<file path="src/rtl/if_pkg.sv">
// Shared types and constants for the RV32I instruction-fetch stage.
package if_pkg;
    localparam int XLEN = 32;
    localparam logic [XLEN-1:0] PC_STEP = 32'd4;
    localparam logic [XLEN-1:0] RESET_PC_DEF = 32'h0000_0000;
    localparam logic [XLEN-1:0] NOP_INSTR_DEF = 32'h0000_0013;

    typedef enum logic [1:0] {
        REQ  = 2'd0,
        WAIT = 2'd1,
        DROP = 2'd2
    } state_t;
endpackage

</file>
<file path="src/rtl/if_id_reg.sv">
// One-entry IF/ID register with load/flush/hold and delivered-instruction count.
module if_id_reg
    import if_pkg::*;
#(
    parameter logic [XLEN-1:0] NOP_INSTR = NOP_INSTR_DEF
) (
    input  logic            clk,
    input  logic            rst,
    input  logic            load,
    input  logic            flush,
    input  logic [XLEN-1:0] din_instr,
    input  logic [XLEN-1:0] din_pc,
    input  logic            ready,
    output logic            valid,
    output logic [XLEN-1:0] instr,
    output logic [XLEN-1:0] pc,
    output logic [XLEN-1:0] count
);
    logic fire;

    assign fire = valid && ready;

    always_ff @(posedge clk or posedge rst) begin
        if (rst) begin
            valid <= 1'b0;
            instr <= NOP_INSTR;
            pc    <= '0;
        end else if (flush) begin
            valid <= 1'b0;
            instr <= NOP_INSTR;
        end else if (load) begin
            valid <= 1'b1;
            instr <= din_instr;
            pc    <= din_pc;
        end else if (fire) begin
            valid <= 1'b0;
        end
    end

    // A flushed transfer was still accepted downstream, so it counts.
    always_ff @(posedge clk or posedge rst) begin
        if (rst) begin
            count <= '0;
        end else if (fire) begin
            count <= count + 32'd1;
        end
    end
endmodule

</file>
<file path="src/rtl/if_stage.sv">
// RV32I fetch stage: PC, single-outstanding imem fetch FSM, IF/ID output.
module if_stage
    import if_pkg::*;
#(
    parameter logic [XLEN-1:0] RESET_PC  = RESET_PC_DEF,
    parameter logic [XLEN-1:0] NOP_INSTR = NOP_INSTR_DEF
) (
    input  logic        clk,
    input  logic        rst,
    output logic        imem_req_valid,
    input  logic        imem_req_ready,
    output logic [31:0] imem_addr,
    input  logic        imem_rsp_valid,
    input  logic [31:0] imem_rsp_data,
    input  logic        redirect_valid,
    input  logic [31:0] redirect_pc,
    output logic        id_valid,
    input  logic        id_ready,
    output logic [31:0] id_instr,
    output logic [31:0] id_pc,
    output logic [6:0]  id_op,
    output logic        fetch_misaligned,
    output logic [31:0] fetch_count
);
    state_t      state;
    state_t      state_n;
    logic [31:0] pc;
    logic        started;
    logic        slot_free;
    logic        req_fire;
    logic        load;

    assign slot_free = !id_valid || id_ready;
    // No request while in reset or on the edge that releases it.
    assign imem_req_valid = started && (state == REQ) && slot_free;
    assign imem_addr = pc;
    assign req_fire = imem_req_valid && imem_req_ready;
    assign load = (state == WAIT) && imem_rsp_valid && !redirect_valid;
    assign id_op = id_instr[6:0];

    always_comb begin
        state_n = state;
        unique case (state)
            REQ: begin
                if (req_fire) begin
                    state_n = redirect_valid ? DROP : WAIT;
                end
            end
            WAIT: begin
                if (imem_rsp_valid) begin
                    state_n = REQ;
                end else if (redirect_valid) begin
                    state_n = DROP;
                end
            end
            DROP: begin
                if (imem_rsp_valid) begin
                    state_n = REQ;
                end
            end
            default: state_n = REQ;
        endcase
    end

    always_ff @(posedge clk or posedge rst) begin
        if (rst) begin
            state   <= REQ;
            started <= 1'b0;
        end else begin
            state   <= state_n;
            started <= 1'b1;
        end
    end

    always_ff @(posedge clk or posedge rst) begin
        if (rst) begin
            pc <= RESET_PC;
        end else if (redirect_valid) begin
            pc <= {redirect_pc[31:2], 2'b00};
        end else if (load) begin
            pc <= pc + PC_STEP;
        end
    end

    always_ff @(posedge clk or posedge rst) begin
        if (rst) begin
            fetch_misaligned <= 1'b0;
        end else if (redirect_valid && (redirect_pc[1:0] != 2'b00)) begin
            fetch_misaligned <= 1'b1;
        end
    end

    if_id_reg #(
        .NOP_INSTR(NOP_INSTR)
    ) u_if_id_reg (
        .clk      (clk),
        .rst      (rst),
        .load     (load),
        .flush    (redirect_valid),
        .din_instr(imem_rsp_data),
        .din_pc   (pc),
        .ready    (id_ready),
        .valid    (id_valid),
        .instr    (id_instr),
        .pc       (id_pc),
        .count    (fetch_count)
    );
endmodule

</file>
<file path="config.mk">
export PLATFORM = sky130hd
export DESIGN_NAME = if_stage
export DESIGN_NICKNAME = d
export VERILOG_FILES = /design/src/rtl/if_pkg.sv /design/src/rtl/if_id_reg.sv /design/src/rtl/if_stage.sv
export SDC_FILE = /design/constraint.sdc
export NUM_CORES = 1
export LEC_CHECK = 0
export CORE_ASPECT_RATIO = 2
export CORE_UTILIZATION = 41
export DETAILED_ROUTE_END_ITERATION = 8
export GPL_ROUTABILITY_DRIVEN = 0
export PLACE_DENSITY = 0.78
export SLEW_MARGIN = 20
export SYNTH_ARGS = -nofsm -noshare
export SYNTH_HDL_FRONTEND = slang
export SYNTH_SLANG_ARGS = --single-unit
</file>
<file path="constraint.sdc">
create_clock -name clk -period 3.5 [get_ports clk]
set_input_delay 0.35 -clock clk [delete_from_list [all_inputs] [get_ports clk]]
set_output_delay 0.35 -clock clk [all_outputs]
set_load 0.02 [all_outputs]
</file>
# Word level (Yosys, flattened, before mapping)
# Cells that the tools add are included.
# classes
addsub,2
eq_ne,5
muxes,13
bitwise_logic,1
n_reduce_logical,16
# ops
op,n
32-bit two-way mux,4
"32-bit by 1-bit adder with 32-bit output, second input constant",1
"32-bit by 3-bit adder with 32-bit output, second input constant",1
2-bit two-way mux,5
1-bit logical AND,7
2-bit one-hot mux with 3 select lines,1
"2-bit inequality test, second input constant",2
2-bit nonzero test,2
1-bit two-way mux,3
"3-bit inequality test, second input constant",1
3-bit AND reduction,1
3-bit nonzero test,1
"2-bit by 1-bit equality test with 1-bit output, second input constant",1
"2-bit equality test, second input constant",1
1-bit logical NOT,2
2-bit logical NOT,1
2-bit AND reduction,1
1-bit logical OR,1
1-bit inverter,1
# word_totals
register_bits,133
wordCells,45

# Logic depth before layout (Yosys ltp)
# depth
word_depth,6
depth_mapped,6
mapped_depth_nobuf,5

# By module
# Synthesis repeated with hierarchy kept, for this count alone.
# unflattened
cells_unflattened,549
hier_area_um2,6055.8
# modules_own_cells
module,instances,cells_each,area_per_inst_um2,seq_area_each_um2
if_id_reg,1,307,3958.8,2431.1
if_stage,1,242,2097.0,850.8

# Worst setup path before layout
# No wires, ideal clock.
# synth_path
kind,register -> register
start,"register pc[2], in the netlist imem_addr[2]"
end,"register pc[30], in the netlist imem_addr[30]"
setup_time_ns,0.082
arrival_ns,2.106
path_slack_ns,1.312
stages_incl_launch_ff,7
path_buffers,1
synth_period_minus_slack_ns,2.188
cell_sequence,dfrtp_1 ha_1 nand4b_1 or3_2 clkbuf_1 or4_1 a31oi_1
# synth_between
elab_chain_cells,3
# synth_rtl
element,line,text
"start, declared",if_stage.sv:27,logic [31:0] pc;
"start signal, assigned",if_stage.sv:79,"pc <= {redirect_pc[31:2], 2'b00};"
"start signal, assigned",if_stage.sv:81,pc <= pc + PC_STEP;
32-bit by 3-bit adder with 32-bit output,if_stage.sv:81,
32-bit two-way mux,if_stage.sv:80,end else if (load) begin
32-bit two-way mux,if_stage.sv:78,end else if (redirect_valid) begin
# Every way passes these cells. The select of a mux whose other input is x is not followed.
# A chain may end at the register's enable or synchronous reset.

# Worst setup path in the final report
# layout_path
start,input id_ready
end,output imem_req_valid
# layout_between
elab_chain_cells,2
# layout_rtl
element,line,text
"start, declared",if_stage.sv:18,"input logic id_ready,"
1-bit logical OR,if_stage.sv:33,assign slot_free = !id_valid || id_ready;
1-bit logical AND,if_stage.sv:35,assign imem_req_valid = started && (state == REQ) && slot_free;
"end, declared",if_stage.sv:10,"output logic imem_req_valid,"
# Every way passes these cells.

==> impl.org <==
** Place
- In this run the tool buffered the top-level ports with 203 buffer cells.
- HPWL after detailed placement :: 11940 um
- After detailed placement, the total cell area comes to 8013 um^2.
- Timing analysis after detailed placement gives a worst setup slack of 0.8835 ns.

** Global routing
- Initial antenna violation count :: 1
- GRT Overall Usage :: 0.2257
- Number of global-route vias before repair :: 5140
- The first global-routing pass estimated 25550 um of wire.
- Entering global routing, the biggest net connects 54 pins.
- GRT overflow :: 0

** Routing
- Summing over every cut layer, the via total after detailed routing is 5169.
- Residual DRC count :: 0
- The final layout contains routed wiring with a total length of 16260 um.
- The first routing iteration left 253 violations.
- Post-route ant nets :: 0
- After detailed routing, the average wire length per cell comes to 16.90 um.
- The first detailed-routing pass ran for 5 iterations.
- Using the TritonRoute via totals, the vias-per-cell ratio works out to 5.373.

** Yosys
- Synth warnings :: 0
- Ranking of synthesized cells by area :: sky130_fd_sc_hd__dfrtp_1 54%, sky130_fd_sc_hd__nand2_1 6.6%, sky130_fd_sc_hd__mux2_2 6.0%
- For this run, the leading register cell type out of synthesis is sky130_fd_sc_hd__dfrtp_1.
- In this run, distinct cell masters in the synthesized netlist total 44.
- Number of enable-type register cells in the synthesized netlist :: 0
- Post-synthesis async set-or-reset flop share :: 1.000
- Of the post-synthesis cell area, the dominant cell type holds 0.5400.
- Of the synthesized area, sequential elements account for 0.5535.
- The most common cell in the synthesized netlist is sky130_fd_sc_hd__dfrtp_1.
- The biggest area contributor in the post-synthesis netlist is sky130_fd_sc_hd__dfrtp_1.
- Summing every instance area after synthesis gives 5839 um^2.
- Mean Syn Cell Area :: 10.34 um^2
- By count the netlist is led by 126 x sky130_fd_sc_hd__dfrtp_1, 103 x sky130_fd_sc_hd__nand2_1, 31 x sky130_fd_sc_hd__a21oi_1, 31 x sky130_fd_sc_hd__mux2_2, 26 x sky130_fd_sc_hd__xor2_1.
- Synth Register Bits :: 129
- Cell count after synthesis :: 565

** Worst hold path
- In this run the worst hold path is classified as input port to flip-flop.

** Timing
- Timing-limited maximum frequency :: 416.4 MHz
- Of the available clock period, the critical path in the final layout requires 0.6862.
- The smallest clock period supported by the final layout is computed as 2.402 ns.
- Worst setup skew after layout :: 0.007734 ns
- The hold violation total from the final report came to 0.
- For the final routed database, the setup TNS stands at 0 ns.
- Final Max Tran Viols :: 0
- Actual transition at the worst max-transition pin :: 0.8780 ns
- Relative max-transition margin :: 0.4134
- Setup violations, final :: 0
- Final setup slack of the worst path :: 1.098 ns
- Unrepaired setup endpoints after global routing :: false

** Die
- Measured along the x axis, the die boundary spans 86.39 um.
- The die covers 14750 um^2.
- The floorplan has 61 rows.
- Boundary Pins :: 208
- Core region area :: 13890 um^2
- Vertical die dimension :: 170.8 um
- For this configuration, the core starts out at a cell density of 0.4204.

** CTS
- Number of clock buffers inserted by TritonCTS :: 17
- Clock transition time at the flip-flop clock pins of the worst setup and hold paths :: 0.06 ns
- Hold repair after CTS inserted 0 buffers.
- TritonCTS built the clock tree.
- Once the clock tree was built, the resizer swapped 0 gates to a different size.
- In this run the post-CTS setup repair buffer count came out at 0.
- The tree built by TritonCTS fans out to 129 sinks.
- Counting along the longest clock path gives a buffer depth of 2.
- Clk root buf :: sky130_fd_sc_hd__clkbuf_16
- The H-tree was split into 4 levels.
- For the worst-skew pair, the clock arrives at the later sink with an insertion delay of 0.41 ns.

** Worst setup path
- Of all nets on the critical path, the largest fanout is 6.
- For the worst setup path, the data arrival time is 2.05 ns.
- The worst setup path is captured at an output pin.
- Nature of the critical path startpoint :: input port
- Critical path type :: input port to output pin
- CP Data Required Time :: 3.15 ns

** Cells and area
- Post-Layout Inst Area :: 8641 um^2
- Area delta synth->final :: 47.98%
- Ratio of cells with drive above 1 in the final layout :: 0.1114
- At the end of the flow, the number of nets in the layout was 831.

** Power and ir drop
- PD cells :: 538.5 nW/um^2
- Across the VDD grid, the largest voltage drop is 0.0003608 V.
- In this run the static leakage power is 0.003594 uW.

** Job
- Number of violations of the max-capacitance limit :: 0

** Status
- The flow ran to the end, and the final reports show no timing, DRC or antenna violations.
[metrics by stage]
stage	hold slack, ns	util	std cells	total power [uW]
final	0.2951	0.6221	962	4653
after global routing	0.3255	0.6221	962	4834
after CTS	0.2900	0.6219	961	4694
after detailed placement	0.4738	0.5768	929	2832
after global placement	0.4510	0.5768	929	2795
after floorplan	0.4658	-	568	2287
[worst max-delay path: stages]
cell                              delay (ns)
sky130_fd_sc_hd__clkdlybuf4s50_1        0.55
sky130_fd_sc_hd__nand2b_1               0.17
sky130_fd_sc_hd__nor4bb_1               0.31
sky130_fd_sc_hd__clkdlybuf4s50_1        0.67
[cell usage in the layout, fill, tap and decap left out, types with 8 or more instances in the layout]
| cell type | instances |
|---|---|
| sky130_fd_sc_hd__nand3_1 | 22 |
| sky130_fd_sc_hd__or4_1 | 18 |
| sky130_fd_sc_hd__dfrtp_1 | 126 |
| sky130_fd_sc_hd__mux2_2 | 31 |
| sky130_fd_sc_hd__nand2_1 | 103 |
| sky130_fd_sc_hd__nor2_1 | 24 |
| sky130_fd_sc_hd__o31ai_1 | 11 |
| sky130_fd_sc_hd__a21oi_1 | 31 |
| sky130_fd_sc_hd__and4_1 | 8 |
| sky130_fd_sc_hd__xor2_1 | 26 |
| sky130_fd_sc_hd__clkdlybuf4s50_1 | 202 |
| sky130_fd_sc_hd__a31oi_1 | 15 |
| sky130_fd_sc_hd__xnor2_1 | 16 |
| sky130_fd_sc_hd__nand4_1 | 12 |
| sky130_fd_sc_hd__clkbuf_16 | 17 |
| sky130_fd_sc_hd__nor3_1 | 9 |
| sky130_fd_sc_hd__o21ai_0 | 16 |
[power breakdown]
part	internal (uW)	switching [uW]	total (uW)
Clock	1170	683	1850
Sequential	1670	148	1820
Combinational	512	471	983
[worst paths after layout]
| kind | cells after the start | from | endpoint | slack [ns] |
|---|---|---|---|---|
| worst min register to register | 1 | fetch_misaligned$_DFFE_PP0P_ | fetch_misaligned$_DFFE_PP0P_ | 0.49 |
| worst max-delay path | 4 | id_ready | imem_req_valid | 1.10 |
| max in group asynchronous | 3 | rst | u_if_id_reg.pc[22]$_DFFE_PP0P_ | 2.18 |
| worst min-delay path | 2 | redirect_valid | u_if_id_reg.valid$_DFFE_PP0P_ | 0.30 |
| min in group asynchronous | 2 | rst | u_if_id_reg.count[21]$_DFFE_PP0P_ | 0.49 |
| worst max register to register | 5 | imem_addr[2]$_DFFE_PP0P_ | imem_addr[22]$_DFFE_PP0P_ | 1.17 |
[registers in the layout (all words and copies together) (netlist names)]
signal / cells
started: 1
fetch_misaligned: 1
u_if_id_reg.pc: 30
u_if_id_reg.instr: 32
state: 2
imem_addr: 30
u_if_id_reg.valid: 1
u_if_id_reg.count: 32
[metal layers]
metal	GRT usage	vias to the layer above	wire, um
li1	-	2362	-
met1	0.2388	2564	5840
met2	0.4058	195	8911
met3	0.04679	48	762
met4	0.1312	0	745
met5	0	-	0
[logic make-up after synthesis]
logic type | Yosys count | synth area share
fa+ha+maj | 2 | 0.004285
other cells | 2 | 0.001286
xor+xnor | 42 | 0.06300
flops | 129 | 0.5535
mux | 32 | 0.06149
compound gates | 78 | 0.07714
buf+inv | 48 | 0.03943
simple gates | 232 | 0.1999
[cell type report]
cell class,count,area (um^2)
Fill cell,1133,5250
Tap cell,189,236.5
Clock buffer,19,452.9
Sequential cell,129,3232
Clock inverter,13,172.7
Antenna cell,1,2.502
Inverter,8,33.78
Multi-Input combinational cell,391,2391
Timing Repair Buffer,212,2120
Note: power is estimated with default switching activity, not from simulation.
